==> src/rtl/bw_pulse_capture.sv <==
`default_nettype none
// ============================================================================
//  Module   : bw_pulse_capture
//  Brief    : Four-channel input capture; measures period and high time of
//             synchronized inputs, with bus registers and per-channel IRQ.
//  Revision : 1.0
// ============================================================================
module bw_pulse_capture #(
    parameter logic [31:0] LIMIT_RST = 32'd0
) (
    input  logic        clk_i,
    input  logic        rst_i,
    input  logic        cs_i,
    input  logic        cyc_i,
    input  logic        stb_i,
    output logic        ack_o,
    input  logic [3:0]  sel_i,
    input  logic        we_i,
    input  logic [5:0]  adr_i,
    input  logic [31:0] dat_i,
    output logic [31:0] dat_o,
    input  logic        in0,
    input  logic        in1,
    input  logic        in2,
    input  logic        in3,
    output logic        irq_o
);
    localparam int         c_num_ch   = 4;
    localparam logic [1:0] c_st_idle  = 2'd0;
    localparam logic [1:0] c_st_high  = 2'd1;
    localparam logic [1:0] c_st_low   = 2'd2;

    logic        w_cs;
    logic        w_wr;
    logic        rdy_q;
    logic [31:0] dat_o_q, dat_o_d;
    logic [31:0] w_rdata;
    logic [3:0]  w_in;
    logic [3:0]  w_irq;
    logic [31:0] w_period [c_num_ch];
    logic [31:0] w_high   [c_num_ch];
    logic [31:0] w_limit  [c_num_ch];
    logic [31:0] w_stat   [c_num_ch];

    assign w_cs  = cyc_i & stb_i & cs_i;
    assign w_wr  = w_cs & we_i;
    assign w_in  = {in3, in2, in1, in0};
    assign ack_o = w_cs & (we_i | rdy_q);
    assign dat_o = dat_o_q;
    assign irq_o = |w_irq;

    genvar gi;
    generate
        for (gi = 0; gi < c_num_ch; gi++) begin : g_ch
            logic [1:0]  state_q, state_d;
            logic        sync1_q, sync2_q, prev_q;
            logic [31:0] cnt_q, cnt_d, hshadow_q, hshadow_d;
            logic [31:0] period_q, period_d, high_q, high_d, limit_q, limit_d;
            logic        en_q, en_d, pol_q, pol_d, ie_q, ie_d;
            logic        valid_q, valid_d, ovr_q, ovr_d, tmo_q, tmo_d;
            logic        w_sel_ch, w_wr_ctrl, w_wr_limit, w_clr;
            logic        w_start, w_stop, w_timeout, w_arm, w_end, w_capture;
            logic [31:0] w_cnt_inc;

            assign w_sel_ch   = (adr_i[5:4] == 2'(gi));
            assign w_wr_ctrl  = w_wr & w_sel_ch & (adr_i[3:2] == 2'd3);
            assign w_wr_limit = w_wr & w_sel_ch & (adr_i[3:2] == 2'd2);
            assign w_clr      = w_wr_ctrl & sel_i[0] & dat_i[2];

            always_ff @(posedge clk_i or posedge rst_i) begin
                if (rst_i) begin
                    state_q   <= c_st_idle;
                    sync1_q   <= 1'b0;
                    sync2_q   <= 1'b0;
                    prev_q    <= 1'b0;
                    cnt_q     <= '0;
                    hshadow_q <= '0;
                    period_q  <= '0;
                    high_q    <= '0;
                    limit_q   <= LIMIT_RST;
                    en_q      <= 1'b0;
                    pol_q     <= 1'b0;
                    ie_q      <= 1'b0;
                    valid_q   <= 1'b0;
                    ovr_q     <= 1'b0;
                    tmo_q     <= 1'b0;
                end else begin
                    state_q   <= state_d;
                    sync1_q   <= w_in[gi];
                    sync2_q   <= sync1_q;
                    prev_q    <= sync2_q;
                    cnt_q     <= cnt_d;
                    hshadow_q <= hshadow_d;
                    period_q  <= period_d;
                    high_q    <= high_d;
                    limit_q   <= limit_d;
                    en_q      <= en_d;
                    pol_q     <= pol_d;
                    ie_q      <= ie_d;
                    valid_q   <= valid_d;
                    ovr_q     <= ovr_d;
                    tmo_q     <= tmo_d;
                end
            end

            // Decoded per-cycle events; timeout pre-empts any edge in the same cycle
            always_comb begin
                w_start   = pol_q ? (prev_q & ~sync2_q) : (~prev_q & sync2_q);
                w_stop    = pol_q ? (~prev_q & sync2_q) : (prev_q & ~sync2_q);
                w_timeout = en_q && ((state_q == c_st_high) || (state_q == c_st_low)) &&
                            (limit_q != '0) && (cnt_q == limit_q);
                w_arm     = en_q && (state_q == c_st_idle) && w_start;
                w_end     = en_q && (state_q == c_st_high) && w_stop && !w_timeout;
                w_capture = en_q && (state_q == c_st_low) && w_start && !w_timeout && !w_clr;
            end

            always_comb begin
                state_d = state_q;
                if (w_clr || !en_q || w_timeout) begin
                    state_d = c_st_idle;
                end else begin
                    case (state_q)
                        c_st_idle: if (w_start) state_d = c_st_high;
                        c_st_high: if (w_stop)  state_d = c_st_low;
                        c_st_low:  if (w_start) state_d = c_st_high;
                        default:   state_d = c_st_idle;
                    endcase
                end
            end

            always_comb begin
                w_cnt_inc = (cnt_q == '1) ? cnt_q : cnt_q + 32'd1;
                cnt_d     = w_cnt_inc;
                hshadow_d = hshadow_q;
                period_d  = period_q;
                high_d    = high_q;
                limit_d   = limit_q;
                en_d      = en_q;
                pol_d     = pol_q;
                ie_d      = ie_q;
                valid_d   = valid_q;
                ovr_d     = ovr_q;
                tmo_d     = tmo_q;

                if (!en_q || w_timeout)                 cnt_d = '0;
                else if (w_arm || w_capture)            cnt_d = 32'd1;
                else if (state_q == c_st_idle)          cnt_d = '0;

                if (w_end) hshadow_d = cnt_q;
                if (w_capture) begin
                    period_d = cnt_q;
                    high_d   = hshadow_q;
                end

                if (w_wr_limit) begin
                    for (int b = 0; b < 4; b++) begin
                        if (sel_i[b]) limit_d[8*b +: 8] = dat_i[8*b +: 8];
                    end
                end
                if (w_wr_ctrl && sel_i[0]) begin
                    en_d  = dat_i[0];
                    pol_d = dat_i[1];
                    ie_d  = dat_i[3];
                end
                if (w_wr_ctrl && sel_i[1]) begin
                    if (dat_i[8])  valid_d = 1'b0;
                    if (dat_i[9])  ovr_d   = 1'b0;
                    if (dat_i[10]) tmo_d   = 1'b0;
                end
                // Hardware events override a same-cycle write-1-to-clear
                if (w_capture) begin
                    valid_d = 1'b1;
                    ovr_d   = valid_q;
                end
                if (w_timeout) tmo_d = 1'b1;

                if (w_clr) begin
                    cnt_d     = '0;
                    hshadow_d = '0;
                    period_d  = '0;
                    high_d    = '0;
                    valid_d   = 1'b0;
                    ovr_d     = 1'b0;
                    tmo_d     = 1'b0;
                end
            end

            assign w_period[gi] = period_q;
            assign w_high[gi]   = high_q;
            assign w_limit[gi]  = limit_q;
            assign w_stat[gi]   = {21'd0, tmo_q, ovr_q, valid_q, 4'd0, ie_q, 1'b0, pol_q, en_q};
            assign w_irq[gi]    = valid_q & ie_q;
        end
    endgenerate

    always_comb begin
        w_rdata = '0;
        case (adr_i[3:2])
            2'd0:    w_rdata = w_period[adr_i[5:4]];
            2'd1:    w_rdata = w_high[adr_i[5:4]];
            2'd2:    w_rdata = w_limit[adr_i[5:4]];
            default: w_rdata = w_stat[adr_i[5:4]];
        endcase
        dat_o_d = w_cs ? w_rdata : '0;
    end

    always_ff @(posedge clk_i or posedge rst_i) begin
        if (rst_i) begin
            rdy_q   <= 1'b0;
            dat_o_q <= '0;
        end else begin
            rdy_q   <= w_cs;
            dat_o_q <= dat_o_d;
        end
    end

endmodule
`default_nettype wire

==> config.mk <==
export PLATFORM = sky130hd
export DESIGN_NAME = bw_pulse_capture
export DESIGN_NICKNAME = d
export VERILOG_FILES = /design/src/rtl/bw_pulse_capture.sv
export SDC_FILE = /design/constraint.sdc
export NUM_CORES = 2
export LEC_CHECK = 0
export BUFFER_PORTS_ARGS = -buffer_cell sky130_fd_sc_hd__buf_4
export CAP_MARGIN = 0
export CORE_ASPECT_RATIO = 1.2
export CORE_MARGIN = 2
export CORE_UTILIZATION = 35
export DETAILED_ROUTE_END_ITERATION = 10
export HOLD_SLACK_MARGIN = 0.08
export SYNTH_ARGS = -nofsm -noshare
export SYNTH_HDL_FRONTEND = slang
export SYNTH_SLANG_ARGS = --single-unit
==> constraint.sdc <==
create_clock -name clk_i -period 26 [get_ports clk_i]
set_input_delay 2.6 -clock clk_i [delete_from_list [all_inputs] [get_ports clk_i]]
set_output_delay 2.6 -clock clk_i [all_outputs]
set_load 0.03 [all_outputs]
==> impl_results.md <==
- Fmax: ~0.16 GHz
- Die height: 353.1 um
- CP Capture Point: ack_o
- Initial DRC Count: ~2,500
- Antenna violations before repair: 4
- Crit Path Max Fanout: 28
- Hpwl dp: between 80 and 90 mm
- Pre-CTS WS: around 20 ns
- Status: finished, final reports clean
- Area leader, netlist: dfrtp_1
- RR Startpoint: g_ch[0].cnt_q[3]
- Worst r2r path cells: 7
- DR vias/cell: ~5.5
- WP data arrival: approximately 3.8 ns
- Initial Util: roughly a third
- GP Congestion: roughly 0.98
- Clock Path Buffers: 3
- Worst path cell trace: buf_4, nand3_2, nor2_1, buf_4
- Pwr Density: between 60 and 70 mW/mm2
- Vias: 24,990
- Rows: around 130
- Yosys Warn Count: 0
- Most used cell, CP: buf_4
- Hold Path Class: flop to flop
- Non-Filler Instances: 4,520
- Global-route wire length before repair: 173.5 mm
- Core area: around 0.1 mm2
- R2R Path End: g_ch[0].high_q[14]
- Gate Count Post-Synth: ~3,100
- Commonest non-fill, non-tap cell in the layout: dfrtp_1
- Ranking of synthesized cells by area: dfrtp_1, mux2i_1, mux4_2
- Slew Viols, Final: 0
- WP data required: around 23 ns
- IO Pins: 86
- Mapped cell area: between 0.03 and 0.04 mm2
- Critical path depth: 4
- Critical Path Sink Type: output pin
- TritonCTS clock tree: yes
- Fin worst setup slack: between 15 and 20 ns
- Seq/Total Area, Yosys: between 50 and 60%
- RSZ-0062 raised after global routing: no
- Relative slew slack: between 10% and 20%
- Mean routed wirelength per cell: around 26 um
- GRT Residual Overflow: 0
- Post-Syn Nets: between 3,000 and 4,000
- DR DRC count: 0
- Critical Path Max Stage Delay: roughly 0.6 ns
- Synth unique cells: 75
- Maximum VDD drop: ~60 uV
- Setup TNS: 0 ns
- Max cap viols: 0
- Post-synth EDFFs: 0
- Total CTS buffers: 76
- Final Skew: 0.02566 ns
- Worst Setup Start Kind: input port
- Post CTS Setup Buffer Count: 0
- Root Buffer: clkbuf_16
- Min cycle time layout: around 6.4 ns
- Synth top area share: 50.46%
- Layout area overhead: 11.93%
- Syn avg cell area: 11.40 um2
- Endpoints failing setup: 0
- Final core utilization: approximately two fifths
- Hold buffers post-CTS: 0
- Crit path kind: input port to output pin
- Final WL: approximately 120 mm
- Transition time of the tightest slew-check pin: 1.247 ns
- CP startpoint: cyc_i
- Fillers: between 9,000 and 10,000
- Vias in the first global route: 25,210
- Top delay family on crit path: simple AND/OR/NAND/NOR gates
- Reg clk slew, reported paths: approximately 0.06 ns
- Hold WS: around 0.35 ns
- Clock sinks: just over 700
- H-tree Lvls: 3
- Final net count: about 3,200
- I/O Buffers: a little over 80
- FF+latch count, synth: 717
- Crit path buf inv count: 2
- Commonest non-fill, non-tap cells in the layout: dfrtp_1, nand2_1, mux2i_1, xor2_1, mux2_2
- Length of the first detailed-routing pass in iterations: 6
- Antenna-violating nets left: 0
- Fraction of registers with async set/reset: between 90% and 100%
- Setup slack, reg-to-reg: ~22 ns
- Die ar.: 0.1042 mm2
- Gr usage total: ~23%
- Slowest cell on crit path: nand3_2
- Pin count of the biggest net entering global routing: between 100 and 150
- Cell leakage power: roughly 18 nW
- Clk_lat worst skew: ~0.64 ns
- Post-CTS sizing: 0
- Inst Count DP: about 4,400
- Die width: 295.0 um
- Top FF cell, synth: dfrtp_1
- Share of layout cells above drive strength 1: between 10% and 20%
- Tcrit/Tclk final: between 20% and 30%
- Fin. Hold Viols: 0
## kinds of logic after synthesis
logic type / after synthesis / synth area share, %
flops: 717 / 50.46
fa+ha+maj: 20 / 0.7038
mux: 648 / 22.55
xor+xnor: 237 / 5.838
simple gates: 1019 / 13.24
compound gates: 230 / 4.093
buf+inv: 247 / 3.107
## power by group
part           switching, W  internal, W
Clock              0.000474     0.000653
Sequential        0.0000206      0.00113
Combinational     0.0000754    0.0000440
Total              0.000570      0.00183
## sequential cells by signal (all words and copies together), names as in the netlist, 8 cells and up
name / cells
dat_o: 32
g_ch.cnt_q: 128
g_ch.high_q: 128
g_ch.hshadow_q: 128
g_ch.limit_q: 128
g_ch.period_q: 128
g_ch.state_q: 8
## worst min-delay path by stage
stage | cells after the start | end | slack, ns | from
3_5_place_dp | 0 | g_ch[0].sync2_q | 0.34 | g_ch[0].sync1_q
6_report | 0 | g_ch[0].sync2_q | 0.35 | g_ch[0].sync1_q
4_1_cts | 0 | g_ch[0].sync2_q | 0.35 | g_ch[0].sync1_q
3_3_place_gp | 0 | g_ch[0].sync2_q | 0.33 | g_ch[0].sync1_q
5_1_grt | 0 | g_ch[3].sync2_q | 0.36 | g_ch[3].sync1_q
2_1_floorplan | 0 | g_ch[0].sync2_q | 0.33 | g_ch[0].sync1_q
## final cells by class
class,instances,area (um2),share of cell area [%]
flip-flops and latches,717,17940,45.09
inverters,25,101.3,0.2547
repair buffers,119,900.9,2.264
diodes,1,2.502,0.006288
clock inverters,30,346.6,0.8709
clock buffers,109,2207,5.546
well taps,1365,1708,4.292
multi-input cells,2154,16590,41.68
## metal layers
| metal | track usage (%) | part of all wire (%) |
|---|---|---|
| met4 | 12.67 | 6.3 |
| met3 | 4.141 | 6.0 |
| met2 | 36.29 | 47 |
| met1 | 28.89 | 41 |
| met5 | 0 | 0.022 |
## cell usage after synthesis (all sizes together) (23+ instances only)
master,n
nand4,44
xor2,189
inv,25
a32o,32
nor3,23
dfrtp,717
nand3,73
xnor2,48
mux2,145
o21ai,65
buf,91
clkbuf,131
a21oi,87
mux4,108
nor2,125
nor4,69
mux2i,395
nand2,573
## through the flow
step	total power [W]	area (um2)
global placement	0.001287	37240
detailed placement	0.001288	37240
global route	0.002466	39790
floorplan	0.001238	35550
finish	0.002395	39800
CTS	0.002408	39790
Note: power is estimated with default switching activity, not from simulation.
